**config.mk**
```make
export PLATFORM = sky130hd
export DESIGN_NAME = usrt_trans
export DESIGN_NICKNAME = d
export VERILOG_FILES = /design/src/rtl/usrt_trans.sv
export SDC_FILE = /design/constraint.sdc
export NUM_CORES = 1
export LEC_CHECK = 0
export CORE_MARGIN = 1
export CORE_UTILIZATION = 60
export CTS_BUF_LIST = sky130_fd_sc_hd__clkbuf_4
export DETAILED_ROUTE_END_ITERATION = 12
export PLACE_DENSITY = 0.91
export SKIP_CTS_REPAIR_TIMING = 1
export SLEW_MARGIN = 20
export SYNTH_ARGS = -nofsm -noshare
export SYNTH_HDL_FRONTEND = slang
export SYNTH_SLANG_ARGS = --single-unit
```
**constraint.sdc**
```tcl
create_clock -name clk -period 2.95 [get_ports clk]
set_clock_uncertainty 0.05 [all_clocks]
set_input_delay 0.7375 -clock clk [delete_from_list [all_inputs] [get_ports clk]]
set_output_delay 0.7375 -clock clk [all_outputs]
set_load 0.005 [all_outputs]
```
**src/rtl/usrt_trans.sv**
```systemverilog
`timescale 1ns/1ps
// USRT transmitter: FIFO-buffered bytes sent as start, 8 data bits LSB first, optional even parity
// (macro USRT_TRANS_PARITY_EN), then STOP_BITS stop bits. Latency: tx moves 3 clk after a usrt_clk fall.
// Backpressure: full is registered and asserted at count==DEPTH; writes while full are dropped.
module usrt_trans #(
    parameter int DEPTH     = 4,
    parameter int STOP_BITS = 1
) (
    input  logic       clk,
    input  logic       rst,
    input  logic       usrt_clk,
    input  logic [7:0] data,
    input  logic       wr,
    output logic       full,
    output logic       tx,
    output logic       busy,
    output logic       done
);

    localparam int AW = $clog2(DEPTH);
    localparam int CW = AW + 1;

`ifdef USRT_TRANS_PARITY_EN
    typedef enum logic [2:0] {S_IDLE, S_START, S_DATA, S_PARITY, S_STOP} state_t;
`else
    typedef enum logic [2:0] {S_IDLE, S_START, S_DATA, S_STOP} state_t;
`endif

    logic          s1_q, s2_q, s3_q;
    logic          fall;
    state_t        state_q;
    logic [7:0]    shift_q;
    logic [2:0]    bit_cnt_q;
    logic          stop_cnt_q;
    logic          stop_last;
    logic          tx_q, done_q, busy_q;
`ifdef USRT_TRANS_PARITY_EN
    logic          parity_q;
`endif

    logic [7:0]    mem_q [DEPTH];
    logic [AW-1:0] wr_ptr_q, rd_ptr_q;
    logic [CW-1:0] count_q, count_d;
    logic          full_q;
    logic          push, pop, idle_next;

    assign fall      = s3_q & ~s2_q;
    assign stop_last = (STOP_BITS == 1) || stop_cnt_q;
    assign push      = wr & ~full_q;
    // count_q (not count_d) gates the pop, so a byte written this cycle waits for the next fall
    assign pop       = fall & (count_q != '0) &
                       ((state_q == S_IDLE) | ((state_q == S_STOP) & stop_last));
    assign idle_next = ~pop & ((state_q == S_IDLE) | (fall & (state_q == S_STOP) & stop_last));

    always_ff @(posedge clk) begin
        if (rst) begin
            s1_q <= 1'b0;
            s2_q <= 1'b0;
            s3_q <= 1'b0;
        end else begin
            s1_q <= usrt_clk;
            s2_q <= s1_q;
            s3_q <= s2_q;
        end
    end

    always_comb begin
        count_d = count_q;
        case ({push, pop})
            2'b10:   count_d = count_q + CW'(1);
            2'b01:   count_d = count_q - CW'(1);
            default: count_d = count_q;
        endcase
    end

    always_ff @(posedge clk) begin
        if (rst) begin
            wr_ptr_q <= '0;
            rd_ptr_q <= '0;
            count_q  <= '0;
            full_q   <= 1'b0;
        end else begin
            if (push) wr_ptr_q <= wr_ptr_q + AW'(1);
            if (pop)  rd_ptr_q <= rd_ptr_q + AW'(1);
            count_q <= count_d;
            full_q  <= (count_d == CW'(DEPTH));
        end
    end

    always_ff @(posedge clk) begin
        if (push) mem_q[wr_ptr_q] <= data;
    end

    always_ff @(posedge clk) begin
        if (rst) begin
            state_q    <= S_IDLE;
            shift_q    <= '0;
            bit_cnt_q  <= '0;
            stop_cnt_q <= 1'b0;
            tx_q       <= 1'b1;
            done_q     <= 1'b0;
            busy_q     <= 1'b0;
`ifdef USRT_TRANS_PARITY_EN
            parity_q   <= 1'b0;
`endif
        end else begin
            done_q <= fall & (state_q == S_STOP) & stop_last;
            busy_q <= ~idle_next | (count_d != '0);
            if (pop) begin
                // back-to-back frames reload here straight from STOP with no idle bit
                shift_q <= mem_q[rd_ptr_q];
`ifdef USRT_TRANS_PARITY_EN
                parity_q <= ^mem_q[rd_ptr_q];
`endif
                tx_q    <= 1'b0;
                state_q <= S_START;
            end else if (fall) begin
                case (state_q)
                    S_IDLE: begin
                        tx_q <= 1'b1;
                    end
                    S_START: begin
                        tx_q      <= shift_q[0];
                        shift_q   <= {1'b0, shift_q[7:1]};
                        bit_cnt_q <= '0;
                        state_q   <= S_DATA;
                    end
                    S_DATA: begin
                        if (bit_cnt_q == 3'd7) begin
`ifdef USRT_TRANS_PARITY_EN
                            tx_q    <= parity_q;
                            state_q <= S_PARITY;
`else
                            tx_q       <= 1'b1;
                            stop_cnt_q <= 1'b0;
                            state_q    <= S_STOP;
`endif
                        end else begin
                            tx_q      <= shift_q[0];
                            shift_q   <= {1'b0, shift_q[7:1]};
                            bit_cnt_q <= bit_cnt_q + 3'd1;
                        end
                    end
`ifdef USRT_TRANS_PARITY_EN
                    S_PARITY: begin
                        tx_q       <= 1'b1;
                        stop_cnt_q <= 1'b0;
                        state_q    <= S_STOP;
                    end
`endif
                    S_STOP: begin
                        if (stop_last) state_q    <= S_IDLE;
                        else           stop_cnt_q <= 1'b1;
                    end
                    default: begin
                        tx_q    <= 1'b1;
                        state_q <= S_IDLE;
                    end
                endcase
            end
        end
    end

    assign full = full_q;
    assign tx   = tx_q;
    assign busy = busy_q;
    assign done = done_q;

endmodule

```
==> flow_metrics.env <==
export IMPL_dieArea_sq_um=4474
export IMPL_ant_nets=0
export IMPL_die_width_um=66.89
export IMPL_fin_crit_sh_pct=92.88
export IMPL_synth_edf_count=32
export IMPL_vdd_ir_drop_max_mv=0.5639
export IMPL_nFillCells=276
export IMPL_p_per_area_nw_per_um2=593.2
export IMPL_rsz0062_at_grt="false"
export IMPL_final_common_cell="edfxtp_1"
export IMPL_pre_cts_ws_ns=0.2009
export IMPL_p_leak_nw=0.9845
export IMPL_hold_depth=1
export IMPL_final_util_pct=71.02
export IMPL_hpwl_um=2667
export IMPL_switching_power_mw=0.3699
export IMPL_vias=1507
export IMPL_clock_sinks=61
export IMPL_critPathLaunch="state_q[0]"
export IMPL_pwr_share_seq_pct=55.8
export IMPL_layout_nets=239
export IMPL_grt_first_pass_wirelength_um=6644
export IMPL_port_buffer_count=15
export IMPL_cap_viol_max_count=0
export IMPL_synth_area_leader_cell="edfxtp_1"
export IMPL_critPathArrivalTime_ns=2.97
export IMPL_cts_clk_slew_worst_paths_ns=0.10
export IMPL_synth_cell_types=38
export IMPL_start_util_pct=62.70
export IMPL_cts_max_level=3
export IMPL_core_sq_um=4029
export IMPL_place_area_sq_um=2703
export IMPL_path_class="reg -> reg"
export IMPL_mostFrequentLayoutCells="edfxtp_1 (32), dfxtp_1 (29), nor2_1 (19), nand2_1 (19), clkdlybuf4s50_1 (15)"
export IMPL_synth_seq_cells=61
export IMPL_grt_use_total_pct=21.69
export IMPL_internal_power_mw=1.327
export IMPL_ios=16
export IMPL_routedWlPerCell_um=14.61
export IMPL_drt_pass1_iterations=4
export IMPL_drc_errors=0
export IMPL_power_mw=1.697
export IMPL_yosys_top_cells_area="edfxtp_1 (38%), dfxtp_1 (23%), mux4_2 (7.1%), ha_1 (5.4%), nand2_1 (2.8%)"
export IMPL_cts_buffer_depth=2
export IMPL_fin_crit_ns=2.740
export IMPL_netlist_area_sq_um=2526
export IMPL_worstSkewPairLatency_ns=0.40
export IMPL_cts_root_buffer_cell="clkbuf_4"
export IMPL_fmax_mhz=365.0
export IMPL_async_flop_share_pct=0
export IMPL_p_sw_share_pct=21.79
export IMPL_critPathLaunchType="register"
export IMPL_tritoncts="yes"
export IMPL_rr_startpoint="state_q[0]"
export IMPL_yosysWarnings=0
export IMPL_syn_to_final_growth_pct=13.27
export IMPL_tightest_slew_ns=0.7432
export IMPL_crit_path_end_kind="register"
export IMPL_overflow=0
export IMPL_max_slew_margin_rel_pct=50.12
export IMPL_fp_dieH_um=66.89
export IMPL_via_per_inst=5.581
export IMPL_finalSetupTns_ns=0
export IMPL_status="completed"
export IMPL_numCtsBuffers=9
export IMPL_final_hold_violation_count=0
export IMPL_crit_required_ns=3.18
export IMPL_min_from="s1_q"
export IMPL_synth_top_area_share_pct=38.04
export IMPL_drt_initial_drc_count=144
export IMPL_design_area_sq_um=2861
export IMPL_r2r_cells=11
export IMPL_synthesis_nets=220
export IMPL_power_frac_clock_pct=37.3
export IMPL_first_global_vias=1429
export IMPL_num_rows=23
export IMPL_ys_seq_area_share_pct=61.02
export IMPL_syn_inst=196
export IMPL_setup_slack_ns=0.2100
export IMPL_avgSynthCellArea_sq_um=12.89
export IMPL_drt_total_wl_um=3946
export IMPL_p_comb_share_pct=6.9
export IMPL_hp_class="reg -> reg"
export IMPL_crit_fanout=8
export IMPL_antenna_found_initial=0
export IMPL_synth_flop_cell="edfxtp_1"
export IMPL_gp_congestion=0.7690
export IMPL_drv_slew=0
export IMPL_setup_viol=0
export IMPL_grt_max_degree=29
export IMPL_drive_gt1_share_pct=13.64
export IMPL_n_antenna_cell=0
## path summary, 6_finish.rpt
path,end,slack (ns)
worst max-delay path,busy,0.21
worst min-delay path,s2_q,0.40
worst max register to register,busy,0.21
worst min register to register,s2_q,0.40
## final cells by class
cell class | count | area, sq um | share of cell area [%]
Inverter | 9 | 33.78 | 1.181
Clock buffer | 9 | 67.56 | 2.361
Sequential cell | 61 | 1541 | 53.87
Tap cell | 50 | 62.56 | 2.186
Multi-Input combinational cell | 116 | 894.6 | 31.26
Timing Repair Buffer | 18 | 172.7 | 6.034
Clock inverter | 7 | 88.84 | 3.105
## logic make-up (layout without fill, tap and decap cells)
family	count (synthesis)	after routing	share of synthesized area, %
adder cells (fa/ha/maj)	12	12	6.241
flip-flops	61	61	61.02
XOR/XNOR	6	6	2.080
AO/OA/AOI/OAI	26	26	6.983
multiplexers	10	10	7.925
buffers and inverters	19	43	3.665
AND/OR/NAND/NOR	62	62	12.09
## critical path: stages (launching register included)
cell and delay [ns]:
dfxtp_1 0.39, inv_1 0.08, ha_1 0.35, or3_4 0.41, inv_2 0.15, ha_1 0.20
inv_1 0.06, fa_1 0.37, xor2_1 0.15, nor2_1 0.12, xnor2_1 0.18, a31oi_1 0.11
## synthesized netlist by cell type, drive strengths merged (2+ instances only)
cell and number:
dfxtp 29, xnor2 4, edfxtp 32, o21ai 6, buf 7, nand4 3
xor2 2, inv 9, a211oi 2, mux2i 2, nor2b 7, nand2 19
a311oi 7, a21oi 7, nor3 3, o21a 2, ha 11, and2 4
mux4 8, nor2 19, clkbuf 3
## metal layers
| layer | vias to the layer above | GRT usage, % | wire, um |
|---|---|---|---|
| met1 | 709 | 27.61 | 1740 |
| met4 | 0 | 11.17 | 87 |
| met3 | 13 | 7.705 | 176 |
| met2 | 42 | 32.45 | 1942 |
| met5 | - | 0 | 0 |
| li1 | 743 | - | - |
## flip-flops by register name, indices dropped and copies added, names as in the netlist, 2 cells and up, named ones only
register,cells
rd_ptr_q,2
mem_q,32
state_q,2
bit_cnt_q,3
count_q,3
wr_ptr_q,2
shift_q,8
## power by group through the flow
stage          clock network [mW]  logic (mW)  registers, mW
2_1_floorplan                   0      0.0773          0.961
3_3_place_gp                    0       0.111          0.965
3_5_place_dp                    0       0.117          0.967
4_1_cts                     0.651       0.117          0.948
5_1_grt                     0.695       0.133          0.951
6_report                    0.634       0.116          0.947
## metrics by stage
step	hold slack, ns	cells
final	0.3987	270
after global routing	0.4383	270
after CTS	0.4024	270
after detailed placement	0.3800	254
after global placement	0.3824	254
after floorplan	0.3638	196
(Power assumes the default switching activity.)
